`src/rtl/ps2_pkg.sv`:
```
// Shared PS/2 scancode constants, state encodings and the set-2 to ASCII lookup (US layout).
package ps2_pkg;

  localparam logic [7:0] SC_EXT    = 8'hE0;
  localparam logic [7:0] SC_BREAK  = 8'hF0;
  localparam logic [7:0] SC_LSHIFT = 8'h12;
  localparam logic [7:0] SC_RSHIFT = 8'h59;
  localparam logic [7:0] SC_CAPS   = 8'h58;
  localparam logic [7:0] SC_ENTER  = 8'h5A;
  localparam logic [7:0] SC_BKSP   = 8'h66;
  localparam logic [7:0] SC_SPACE  = 8'h29;

  localparam logic [7:0] KEY_LINEFEED = 8'h0A;
  localparam logic [7:0] KEY_BKSP     = 8'h08;

  typedef enum logic [1:0] {RX_IDLE, RX_DATA, RX_PARITY, RX_STOP} rx_state_e;
  typedef enum logic [1:0] {DEC_IDLE, DEC_E0, DEC_F0, DEC_E0F0} dec_state_e;

  typedef struct packed {
    logic       valid;
    logic [7:0] ch;
  } key_lut_t;

  // pair holds {unshifted, shifted}; letters follow shift^caps, everything else follows shift only
  function automatic key_lut_t sc_to_ascii(input logic [7:0] sc, input logic shift, input logic caps);
    key_lut_t   r;
    logic [15:0] pair;
    logic       is_letter;
    r.valid = 1'b1;
    pair    = 16'h0000;
    case (sc)
      8'h1C: pair = {"a", "A"};   8'h32: pair = {"b", "B"};
      8'h21: pair = {"c", "C"};   8'h23: pair = {"d", "D"};
      8'h24: pair = {"e", "E"};   8'h2B: pair = {"f", "F"};
      8'h34: pair = {"g", "G"};   8'h33: pair = {"h", "H"};
      8'h43: pair = {"i", "I"};   8'h3B: pair = {"j", "J"};
      8'h42: pair = {"k", "K"};   8'h4B: pair = {"l", "L"};
      8'h3A: pair = {"m", "M"};   8'h31: pair = {"n", "N"};
      8'h44: pair = {"o", "O"};   8'h4D: pair = {"p", "P"};
      8'h15: pair = {"q", "Q"};   8'h2D: pair = {"r", "R"};
      8'h1B: pair = {"s", "S"};   8'h2C: pair = {"t", "T"};
      8'h3C: pair = {"u", "U"};   8'h2A: pair = {"v", "V"};
      8'h1D: pair = {"w", "W"};   8'h22: pair = {"x", "X"};
      8'h35: pair = {"y", "Y"};   8'h1A: pair = {"z", "Z"};
      8'h45: pair = {"0", ")"};   8'h16: pair = {"1", "!"};
      8'h1E: pair = {"2", "@"};   8'h26: pair = {"3", "#"};
      8'h25: pair = {"4", "$"};   8'h2E: pair = {"5", "%"};
      8'h36: pair = {"6", "^"};   8'h3D: pair = {"7", "&"};
      8'h3E: pair = {"8", "*"};   8'h46: pair = {"9", "("};
      8'h0E: pair = {8'h60, "~"}; 8'h4E: pair = {"-", "_"};
      8'h55: pair = {"=", "+"};   8'h54: pair = {"[", "{"};
      8'h5B: pair = {"]", "}"};   8'h5D: pair = {"\\", "|"};
      8'h4C: pair = {";", ":"};   8'h52: pair = {"'", "\""};
      8'h41: pair = {",", "<"};   8'h49: pair = {".", ">"};
      8'h4A: pair = {"/", "?"};
      SC_SPACE: pair = {8'h20, 8'h20};
      SC_ENTER: pair = {KEY_LINEFEED, KEY_LINEFEED};
      SC_BKSP:  pair = {KEY_BKSP, KEY_BKSP};
      default:  r.valid = 1'b0;
    endcase
    is_letter = (pair[15:8] >= "a") && (pair[15:8] <= "z");
    r.ch = (is_letter ? (shift ^ caps) : shift) ? pair[7:0] : pair[15:8];
    return r;
  endfunction

endpackage

```
`src/rtl/ps2_key_decoder_if.sv`:
```
// PS/2 pins in, decoded key stream out; slave is the decoder side.
interface ps2_key_decoder_if;
  logic       ps2_clk;
  logic       ps2_data;
  logic [7:0] key;
  logic       key_valid;
  logic       frame_err;
  logic       caps_lock;

  modport master (output ps2_clk, ps2_data, input key, key_valid, frame_err, caps_lock);
  modport slave  (input ps2_clk, ps2_data, output key, key_valid, frame_err, caps_lock);
endinterface

```
`src/rtl/ps2_rx.sv`:
```
// PS/2 frame receiver: pin synchronizers, ps2_clk glitch filter, 11-bit frame FSM and stall timeout.
module ps2_rx
  import ps2_pkg::*;
#(
  parameter int unsigned TIMEOUT_CYC = 10000,
  parameter int unsigned FILTER_LEN  = 4
) (
  input  logic       clk,
  input  logic       rst,
  input  logic       ps2_clk,
  input  logic       ps2_data,
  output logic [7:0] rx_byte,
  output logic       rx_valid,
  output logic       frame_err
);

  localparam int unsigned FW = $clog2(FILTER_LEN + 1);
  localparam int unsigned TW = $clog2(TIMEOUT_CYC + 1);

  logic          clk_s1_q, clk_s2_q, dat_s1_q, dat_s2_q;
  logic          clk_f_q, clk_f_d;
  logic [FW-1:0] flt_cnt_q, flt_cnt_d;
  rx_state_e     state_q, state_d;
  logic [7:0]    shreg_q, shreg_d;
  logic [2:0]    bit_cnt_q, bit_cnt_d;
  logic          par_q, par_d;
  logic [TW-1:0] tmo_q, tmo_d;
  logic [7:0]    rx_byte_q, rx_byte_d;
  logic          rx_valid_q, rx_valid_d;
  logic          frame_err_q, frame_err_d;
  logic          strobe_c;

  always_comb begin
    clk_f_d     = clk_f_q;
    flt_cnt_d   = flt_cnt_q;
    state_d     = state_q;
    shreg_d     = shreg_q;
    bit_cnt_d   = bit_cnt_q;
    par_d       = par_q;
    tmo_d       = tmo_q;
    rx_byte_d   = rx_byte_q;
    rx_valid_d  = 1'b0;
    frame_err_d = 1'b0;
    strobe_c    = 1'b0;

    // filtered clock flips after FILTER_LEN consecutive differing samples; a flip to 0 is the strobe
    if (clk_s2_q != clk_f_q) begin
      if (flt_cnt_q == FW'(FILTER_LEN - 1)) begin
        clk_f_d   = clk_s2_q;
        flt_cnt_d = '0;
        strobe_c  = ~clk_s2_q;
      end else begin
        flt_cnt_d = flt_cnt_q + FW'(1);
      end
    end else begin
      flt_cnt_d = '0;
    end

    if (state_q == RX_IDLE || strobe_c) begin
      tmo_d = '0;
    end else if (tmo_q == TW'(TIMEOUT_CYC - 1)) begin
      tmo_d       = '0;
      state_d     = RX_IDLE;
      frame_err_d = 1'b1;
    end else begin
      tmo_d = tmo_q + TW'(1);
    end

    if (strobe_c) begin
      case (state_q)
        RX_IDLE: begin
          if (!dat_s2_q) begin
            state_d   = RX_DATA;
            bit_cnt_d = 3'd0;
          end
        end
        RX_DATA: begin
          shreg_d   = {dat_s2_q, shreg_q[7:1]};
          bit_cnt_d = bit_cnt_q + 3'd1;
          if (bit_cnt_q == 3'd7) state_d = RX_PARITY;
        end
        RX_PARITY: begin
          par_d   = dat_s2_q;
          state_d = RX_STOP;
        end
        default: begin
          state_d = RX_IDLE;
          if (dat_s2_q && (^{shreg_q, par_q})) begin
            rx_valid_d = 1'b1;
            rx_byte_d  = shreg_q;
          end else begin
            frame_err_d = 1'b1;
          end
        end
      endcase
    end
  end

  always_ff @(posedge clk) begin
    if (rst) begin
      clk_s1_q    <= 1'b1;
      clk_s2_q    <= 1'b1;
      dat_s1_q    <= 1'b1;
      dat_s2_q    <= 1'b1;
      clk_f_q     <= 1'b1;
      flt_cnt_q   <= '0;
      state_q     <= RX_IDLE;
      shreg_q     <= 8'h00;
      bit_cnt_q   <= 3'd0;
      par_q       <= 1'b0;
      tmo_q       <= '0;
      rx_byte_q   <= 8'h00;
      rx_valid_q  <= 1'b0;
      frame_err_q <= 1'b0;
    end else begin
      clk_s1_q    <= ps2_clk;
      clk_s2_q    <= clk_s1_q;
      dat_s1_q    <= ps2_data;
      dat_s2_q    <= dat_s1_q;
      clk_f_q     <= clk_f_d;
      flt_cnt_q   <= flt_cnt_d;
      state_q     <= state_d;
      shreg_q     <= shreg_d;
      bit_cnt_q   <= bit_cnt_d;
      par_q       <= par_d;
      tmo_q       <= tmo_d;
      rx_byte_q   <= rx_byte_d;
      rx_valid_q  <= rx_valid_d;
      frame_err_q <= frame_err_d;
    end
  end

  assign rx_byte   = rx_byte_q;
  assign rx_valid  = rx_valid_q;
  assign frame_err = frame_err_q;

endmodule

```
`src/rtl/ps2_key_decoder.sv`:
```
// PS/2 keyboard to ASCII: prefix tracking (E0/F0), Shift/Caps state and one key pulse per press.
module ps2_key_decoder
  import ps2_pkg::*;
#(
  parameter int unsigned TIMEOUT_CYC = 10000,
  parameter int unsigned FILTER_LEN  = 4
) (
  input  logic             clk,
  input  logic             rst,
  ps2_key_decoder_if.slave bus
);

  logic [7:0] rx_byte;
  logic       rx_valid;
  logic       rx_frame_err;

  ps2_rx #(.TIMEOUT_CYC(TIMEOUT_CYC), .FILTER_LEN(FILTER_LEN)) u_rx (
    .clk      (clk),
    .rst      (rst),
    .ps2_clk  (bus.ps2_clk),
    .ps2_data (bus.ps2_data),
    .rx_byte  (rx_byte),
    .rx_valid (rx_valid),
    .frame_err(rx_frame_err)
  );

  dec_state_e dec_q, dec_d;
  logic [7:0] key_q, key_d;
  logic       key_valid_q, key_valid_d;
  logic       caps_q, caps_d;
  logic       lshift_q, lshift_d;
  logic       rshift_q, rshift_d;
  key_lut_t   lut_c;

  always_comb begin
    dec_d       = dec_q;
    key_d       = key_q;
    key_valid_d = 1'b0;
    caps_d      = caps_q;
    lshift_d    = lshift_q;
    rshift_d    = rshift_q;
    lut_c       = sc_to_ascii(rx_byte, lshift_q | rshift_q, caps_q);

    if (rx_valid) begin
      case (dec_q)
        DEC_IDLE: begin
          if (rx_byte == SC_EXT)             dec_d = DEC_E0;
          else if (rx_byte == SC_BREAK)      dec_d = DEC_F0;
          else if (rx_byte == SC_LSHIFT)     lshift_d = 1'b1;
          else if (rx_byte == SC_RSHIFT)     rshift_d = 1'b1;
          else if (rx_byte == SC_CAPS)       caps_d = ~caps_q;
          else if (lut_c.valid) begin
            key_d       = lut_c.ch;
            key_valid_d = 1'b1;
          end
        end
        DEC_E0: begin
          if (rx_byte == SC_BREAK) begin
            dec_d = DEC_E0F0;
          end else begin
            dec_d = DEC_IDLE;
            if (rx_byte == SC_ENTER) begin
              key_d       = KEY_LINEFEED;
              key_valid_d = 1'b1;
            end
          end
        end
        // shift stays asserted while either side is still held
        DEC_F0: begin
          dec_d = DEC_IDLE;
          if (rx_byte == SC_LSHIFT) lshift_d = 1'b0;
          if (rx_byte == SC_RSHIFT) rshift_d = 1'b0;
        end
        default: dec_d = DEC_IDLE;
      endcase
    end
  end

  always_ff @(posedge clk) begin
    if (rst) begin
      dec_q       <= DEC_IDLE;
      key_q       <= 8'h00;
      key_valid_q <= 1'b0;
      caps_q      <= 1'b0;
      lshift_q    <= 1'b0;
      rshift_q    <= 1'b0;
    end else begin
      dec_q       <= dec_d;
      key_q       <= key_d;
      key_valid_q <= key_valid_d;
      caps_q      <= caps_d;
      lshift_q    <= lshift_d;
      rshift_q    <= rshift_d;
    end
  end

  assign bus.key       = key_q;
  assign bus.key_valid = key_valid_q;
  assign bus.frame_err = rx_frame_err;
  assign bus.caps_lock = caps_q;

endmodule

```
`src/flat_wrapper.sv`:
```
// flat-port wrapper written by rule: the top's interface ports become plain ports
module ps2_key_decoder_flat import ps2_pkg::*;
#(
  parameter int unsigned TIMEOUT_CYC = 10000,
  parameter int unsigned FILTER_LEN  = 4
)
  (clk, rst, bus_ps2_clk, bus_ps2_data, bus_key, bus_key_valid, bus_frame_err, bus_caps_lock);
  ps2_key_decoder_if bus_i ();
  input  logic clk;
  input  logic rst;
  input wire logic [$bits(bus_i.ps2_clk)-1:0] bus_ps2_clk;
  input wire logic [$bits(bus_i.ps2_data)-1:0] bus_ps2_data;
  output wire logic [$bits(bus_i.key)-1:0] bus_key;
  output wire logic [$bits(bus_i.key_valid)-1:0] bus_key_valid;
  output wire logic [$bits(bus_i.frame_err)-1:0] bus_frame_err;
  output wire logic [$bits(bus_i.caps_lock)-1:0] bus_caps_lock;
  assign bus_i.ps2_clk = bus_ps2_clk;
  assign bus_i.ps2_data = bus_ps2_data;
  assign bus_key = bus_i.key;
  assign bus_key_valid = bus_i.key_valid;
  assign bus_frame_err = bus_i.frame_err;
  assign bus_caps_lock = bus_i.caps_lock;
  ps2_key_decoder #(.TIMEOUT_CYC(TIMEOUT_CYC), .FILTER_LEN(FILTER_LEN)) u_core (.clk(clk), .rst(rst), .bus(bus_i));
endmodule
```
`config.mk`:
```
export PLATFORM = sky130hd
export DESIGN_NAME = ps2_key_decoder_flat
export DESIGN_NICKNAME = d
export VERILOG_FILES = /design/src/rtl/ps2_pkg.sv /design/src/rtl/ps2_key_decoder_if.sv /design/src/rtl/ps2_rx.sv /design/src/rtl/ps2_key_decoder.sv /design/src/flat_wrapper.sv
export SDC_FILE = /design/constraint.sdc
export NUM_CORES = 1
export LEC_CHECK = 0
export ABC_AREA = 1
export BUFFER_PORTS_ARGS = -buffer_cell sky130_fd_sc_hd__buf_2
export CAP_MARGIN = 15
export CORE_MARGIN = 1.5
export CORE_UTILIZATION = 50
export DETAILED_ROUTE_END_ITERATION = 10
export PLACE_DENSITY = 0.67
export SETUP_SLACK_MARGIN = 0.02
export SYNTH_ARGS = -nofsm -noshare
export SYNTH_HDL_FRONTEND = slang
export SYNTH_SLANG_ARGS = --single-unit
```
`constraint.sdc`:
```
create_clock -name clk -period 5.55 [get_ports clk]
set_input_delay 0.555 -clock clk [delete_from_list [all_inputs] [get_ports clk]]
set_output_delay 0.555 -clock clk [all_outputs]
set_load 0.03 [all_outputs]
```
==> results.sh, run 1 <==
export IMPL_synthMuxAreaShare_pct=0
export IMPL_synth_enable_flop_cells=0
export IMPL_die_area_um2=7842
export IMPL_die_y_um=88.56
export IMPL_synth_simple_area_share_pct=44.75
export IMPL_clkTransAtPathRegs_ns=0.07
export IMPL_fin_crit_ns=2.638
export IMPL_antenna_found_initial=0
export IMPL_viasPerCell=5.262
export IMPL_crit_type="reg2reg"
export IMPL_nFillCells=707
export IMPL_post_cts_resized=0
export IMPL_synth_cell_types=37
export IMPL_fmax_mhz=379.1
export IMPL_worst_pin_slew_ns=0.7466
export IMPL_antenna_cells=0
export IMPL_postCtsHoldBufs=0
export IMPL_maxCapViolations=0
export IMPL_drive_gt1_share_pct=11.83
export IMPL_cts_sinks=59
export IMPL_setup_viol=0
export IMPL_rsz0062_at_grt="false"
export IMPL_cts_path_max_buffers=2
export IMPL_cp_max_fo=11
export IMPL_final_hold_violation_count=0
export IMPL_overflow=0
export IMPL_hp_class="in2reg"
export IMPL_coreArea_um2=7176
export IMPL_netlist_area_um2=3660
export IMPL_grt_pass1_vias=3324
export IMPL_hpwl_mm=6.923
export IMPL_synth_fp_nets=592
export IMPL_cts_root_buf="clkbuf_8"
export IMPL_multiInputGateArea_um2=2193
export IMPL_synth_async_sr_flop_share_pct=0
export IMPL_worst_endpoint_required_ns=5.77
export IMPL_vias=3678
export IMPL_hold_slack_ns=0.4012
export IMPL_post_cts_buffers=0
export IMPL_finalWirelength_mm=9.143
export IMPL_cts_max_level=3
export IMPL_syn_area_per_cell_um2=6.277
export IMPL_seqCellArea_um2=1181
export IMPL_synth_flop_cell="dfxtp_1"
export IMPL_yosysSeqAreaShare_pct=32.27
export IMPL_synthCells=583
export IMPL_status="finished clean"
export IMPL_grt_pass1_wl_mm=14.98
export IMPL_yosys_area_share_adder_pct=1.709
export IMPL_dr_pass1_iters=5
export IMPL_cp_data_arrival_time_ns=2.86
export IMPL_track_usage_pct=24.71
export IMPL_area_growth_pct=9.333
export IMPL_powerDensity_nw_per_um2=218.3
export IMPL_r2r_slack_ns=2.91
export IMPL_grt_max_degree=24
export IMPL_row_count=31
export IMPL_drtAntennaViolNets=0
export IMPL_initial_core_util_pct=51.00
export IMPL_worstSkewPairLatency_ns=0.34
export IMPL_yosys_warnings=0
export IMPL_wl_per_cell_um=13.08
export IMPL_synth_xor_area_share_pct=2.632
export IMPL_numCtsBuffers=9
export IMPL_crit_path_end_kind="flip-flop"
export IMPL_setup_tns_ns=0
export IMPL_routabilityCongestion=0.9641
export IMPL_die_w_um=88.56
export IMPL_drt_initial_drc_count=165
export IMPL_cts_tree="built"
export IMPL_leakage_uw=0.001931
export IMPL_drv_slew=0
export IMPL_relSlewSlack_pct=49.77
export IMPL_synth_compound_area_share_pct=10.74
export IMPL_clock_skew_ns=0.01122
export IMPL_period_share_pct=47.52
export IMPL_max_vdd_ir_drop_mv=0.2517
export IMPL_final_nets=604
export IMPL_port_buffer_count=13
export IMPL_ys_ff_latch=59
export IMPL_total_power_uw=873.6
export IMPL_io_pins=15
export IMPL_fin_cells=699
export IMPL_cp_start_kind="flip-flop"
export IMPL_synth_top_family_by_area="simple AND/OR/NAND/NOR gates"
export IMPL_drc_errors=0
export IMPL_dp_cells=683
-- where the power goes --
group | switching, µW | internal [µW]
sequential | 0.987 | 425
clock | 181 | 256
combinational | 8.09 | 3.37
total | 190 | 684
-- final cells by class --
cell class / instances / area share [%]
clock inverter: 7 / 2.502
clock buffer: 9 / 3.096
timing repair buffer: 13 / 1.626
sequential: 59 / 29.52
tap: 99 / 3.096
inverter: 57 / 5.347
multi-input combinational: 455 / 54.82
-- final timing paths --
| check | startpoint | to | cells past startpoint |
|---|---|---|---|
| min reg2reg | u_core.u_rx.clk_s1_q | u_core.u_rx.clk_s2_q | 1 |
| min | bus_ps2_clk | u_core.u_rx.clk_s1_q | 2 |
| max reg2reg | u_core.u_rx.rx_byte[4] | u_core.bus.key[1] | 14 |
| max | u_core.u_rx.rx_byte[4] | u_core.bus.key[1] | 14 |
-- layout by cell type, fill, tap and decap left out, types with 3 or more instances in the layout --
cell type / n
nor3b_1: 3
nor2_2: 12
xnor2_1: 5
o21ai_0: 28
nor2_4: 4
ha_1: 5
nor4_1: 6
nand2_1: 141
inv_2: 6
nor2_1: 104
buf_2: 13
clkbuf_8: 9
nor3_1: 13
or2_2: 6
dfxtp_1: 59
nand4_1: 12
nand2_2: 10
nand3_1: 46
xor2_1: 6
clkinv_4: 3
a21oi_1: 33
inv_1: 51
-- sequential cells by signal (all words and copies together), names as in the netlist, 2 cells and up --
name,cells
u_core.u_rx.tmo_q,14
u_core.u_rx.rx_byte,8
u_core.u_rx.shreg_q,8
u_core.bus.key,7
u_core.u_rx.bit_cnt_q,3
u_core.u_rx.flt_cnt_q,3
u_core.dec_q,2
u_core.u_rx.state_q,2
-- metal layers --
metal / GRT usage (%) / wire length [µm] / up-vias
li1: - / - / 1918
met5: 0 / 0 / -
met2: 39.21 / 4255 / 125
met4: 13.78 / 301 / 0
met3: 4.104 / 420 / 26
met1: 32.00 / 4166 / 1609
-- logic make-up after synthesis --
| group | count (synthesis) |
|---|---|
| adders and majority gates | 5 |
| DFF | 59 |
| AOI/OAI and AO/OA | 73 |
| other | 1 |
| buffers and inverters | 69 |
| xor gates and xnor gates | 11 |
| and+or+nand+nor | 365 |
-- Yosys cell counts, types with 6 or more instances --
cell / instances / share of area, %
nor4_1: 6 / 1.0
or2_2: 6 / 1.0
nor2_1: 104 / 11
nor2_2: 12 / 2.1
clkbuf_1: 8 / 0.82
nor3_1: 13 / 1.8
o21ai_0: 28 / 3.8
a21oi_1: 33 / 4.5
inv_2: 6 / 0.62
nand4_1: 12 / 2.1
nand2_1: 141 / 14
nand2_2: 10 / 1.7
xor2_1: 6 / 1.4
dfxtp_1: 59 / 32
nand3_1: 46 / 6.3
inv_1: 51 / 5.2
-- critical path: stages, from the launching register on --
cell and delay [ns]:
dfxtp_1 0.37, inv_2 0.12, nand2_2 0.06, nor2_1 0.57
nand2_1 0.16, nand2_1 0.13, nor2_1 0.05, nand2_1 0.10
nor2_2 0.07, nand4_1 0.08, nand3_1 0.28, nor2_4 0.28
o21ai_2 0.08, nor2_1 0.11, nor2_1 0.04
-- per-stage QoR --
stage,cell area (µm²),util (%),setup WS [ns]
after floorplan,3660,-,3.573
after global placement,3777,52.64,3.050
after detailed placement,3777,52.64,2.975
after CTS,4001,55.76,2.949
after global routing,4001,55.76,2.581
final,4001,55.76,2.912
Note: power is estimated with default switching activity, not from simulation.
==> run 2: changes to the inputs <==
==> constraint.sdc (replaced) <==
create_clock -name clk -period 2.55 [get_ports clk]
set_input_delay 0.255 -clock clk [delete_from_list [all_inputs] [get_ports clk]]
set_output_delay 0.255 -clock clk [all_outputs]
set_load 0.03 [all_outputs]
==> run 2 against run 1 <==
- clock power is 99% higher
- non-clock buffer count is 11 higher
- wire length increased by 2.2%
- total power increased by 110%
- clock skew fell by 0.0021 ns
- final area rose by 3.2%
- largest power group is now sequential cells
==> results.sh, run 2 (synthesis gave the netlist of run 1 again) <==
export IMPL_status="finished clean"
export IMPL_final_common_cell="nand2_1"
export IMPL_grt_max_degree=24
export IMPL_io_pins=15
export IMPL_worstReg2RegEnd="u_core.bus.key[6]"
export IMPL_power_switching_uw=410.9
export IMPL_die_w_um=88.56
export IMPL_clock_skew_ns=0.009129
export IMPL_worstPathCellList="inv_2 > nand2_2 > nor2_4 > buf_2 > buf_4 > o21ai_1 > inv_1 > nor2_1 > nand2_1 > nor2_1 > nand3_1 > nand2_1 > nand2_4 > nand2_4 > nand2_1 > nand3_1 > a21oi_1"
export IMPL_largest_reg_flops=14
export IMPL_wl_per_cell_um=13.14
export IMPL_cp_slowest_cell="dfxtp_2"
export IMPL_layout_common_cells="nand2_1, nor2_1, dfxtp_1"
export IMPL_drtAntennaViolNets=0
export IMPL_postCtsHoldBufs=0
export IMPL_drive_gt1_share_pct=16.01
export IMPL_initial_core_util_pct=51.00
export IMPL_r2r_start="u_core.u_rx.rx_byte[5]"
export IMPL_crit_buf_inv=4
export IMPL_die_y_um=88.56
export IMPL_startpoint="u_core.u_rx.rx_byte[5]"
export IMPL_crit_cells=17
export IMPL_crit_path_end_kind="flip-flop"
export IMPL_worst_path_dominant_cell_family="simple AND/OR/NAND/NOR gates"
export IMPL_cp_start_kind="flip-flop"
export IMPL_rsz0062_at_grt="false"
export IMPL_p_clk_share_pct=47.7
export IMPL_fin_crit_ns=2.308
export IMPL_overflow=0
export IMPL_cp_max_fo=8
export IMPL_cts_sinks=59
export IMPL_fin_cells=711
export IMPL_track_usage_pct=25.10
export IMPL_cp_slowest_stage_delay_ns=0.39
export IMPL_maxCapViolations=0
export IMPL_cts_tree="built"
export IMPL_cts_max_level=3
export IMPL_drt_initial_drc_count=228
export IMPL_hp_class="in2reg"
export IMPL_sw_frac_of_total_pct=22.57
export IMPL_fin_ws_ns=0.2416
export IMPL_r2r_cells=17
export IMPL_seqPwrFrac_pct=50.9
export IMPL_viasPerCell=5.236
export IMPL_cp_data_arrival_time_ns=2.52
export IMPL_setup_viol=0
export IMPL_power_frac_comb_pct=1.4
export IMPL_coreArea_um2=7176
export IMPL_numCtsBuffers=9
export IMPL_final_nets=616
export IMPL_dr_pass1_iters=5
export IMPL_clkTransAtPathRegs_ns=0.07
export IMPL_die_area_um2=7842
export IMPL_hpwl_mm=7.030
export IMPL_leakage_uw=0.001986
export IMPL_final_core_util_pct=57.54
export IMPL_drv_slew=0
export IMPL_routabilityCongestion=0.9598
export IMPL_period_share_pct=90.53
export IMPL_vias=3723
export IMPL_grt_pass1_wl_mm=15.23
export IMPL_place_ws_ns=-0.01563
export IMPL_max_vdd_ir_drop_mv=0.2992
export IMPL_area_growth_pct=12.82
export IMPL_top_register="u_core.u_rx.tmo_q"
export IMPL_r2r_slack_ns=0.24
export IMPL_cpMostUsedCell="nand2_1"
export IMPL_dp_cells=690
export IMPL_drc_errors=0
export IMPL_cts_path_max_buffers=2
export IMPL_p_int_uw=1410
export IMPL_powerDensity_nw_per_um2=441.0
export IMPL_crit_path_end="u_core.bus.key[6]"
export IMPL_cts_root_buf="clkbuf_8"
export IMPL_crit_type="reg2reg"
export IMPL_final_hold_violation_count=0
export IMPL_finalWirelength_mm=9.345
export IMPL_row_count=31
export IMPL_total_power_uw=1821
export IMPL_worstSkewPairLatency_ns=0.34
export IMPL_port_buffer_count=13
export IMPL_holdPathStages=2
export IMPL_antenna_found_initial=0
export IMPL_fmax_mhz=433.2
export IMPL_worst_endpoint_required_ns=2.76
export IMPL_antenna_cells=0
export IMPL_grt_pass1_vias=3388
[run 2: changes by cell type in the layout (fill, tap and decap cells not counted), moves of 2 or more]
| cell | delta |
|---|---|
| dfxtp_2 | +7 |
| dfxtp_1 | -7 |
| nor2_1 | -5 |
| nor2_2 | +2 |
| clkinv_4 | -3 |
| nor2_4 | +4 |
| nand2_1 | -2 |
| buf_4 | +9 |
| clkinvlp_4 | +2 |
[run 2: how the worst min path moves through the flow]
stage / start / endpoint / slack (ns)
floorplan: bus_ps2_clk / u_core.u_rx.clk_s1_q / 0.36
global placement: u_core.u_rx.clk_s1_q / u_core.u_rx.clk_s2_q / 0.39
detailed placement: u_core.u_rx.dat_s1_q / u_core.u_rx.dat_s2_q / 0.40
CTS: bus_ps2_clk / u_core.u_rx.clk_s1_q / 0.08
global route: bus_ps2_data / u_core.u_rx.dat_s1_q / 0.09
finish: bus_ps2_clk / u_core.u_rx.clk_s1_q / 0.09
[run 2: area by class of cell]
type | instances | area [µm²]
Fill cell | 711 | 3047
Multi-Input combinational cell | 456 | 2242
Sequential cell | 59 | 1190
Inverter | 57 | 214.0
Timing Repair Buffer | 24 | 157.7
Clock buffer | 10 | 137.6
Tap cell | 99 | 123.9
Clock inverter | 6 | 63.81
[run 2: repair_timing]
action	in CTS	in global routing
resized for setup	1	20
endpoints found under the setup margin	7	7
pin swaps	0	2
cloned	0	1
setup buffers	0	4
[run 2: worst reg2reg max path, delay by kind of cell (launching register included)]
family,cells,cell delay (ns)
compound gates,2,0.20
buf+inv,4,0.46
flops,1,0.39
simple gates,11,1.13
[run 2: through the flow]
stage | TNS, ns | hold WS [ns] | area, µm²
3_5_place_dp | -0.01646 | 0.3991 | 3830
4_1_cts | 0 | 0.07996 | 4034
6_report | 0 | 0.09432 | 4129
5_1_grt | 0 | 0.09399 | 4129
2_1_floorplan | 0 | 0.3588 | 3660
3_3_place_gp | 0 | 0.3909 | 3830
[run 2: routing by layer]
metal  global-route usage [%]  wire length, µm  up-vias
li1                         -                -     1939
met1                    32.32             4278     1637
met2                    40.53             4283      117
met3                    4.291              424       30
met4                    12.78              359        0
met5                        0                0        -
[run 2: power groups by stage]
stage,Combinational [µW],Clock (µW),Sequential [µW]
finish,25.5,869,927
global route,29.1,928,926
CTS,25.7,886,926
detailed placement,25.5,0,948
global placement,25.3,0,948
floorplan,19.7,0,947
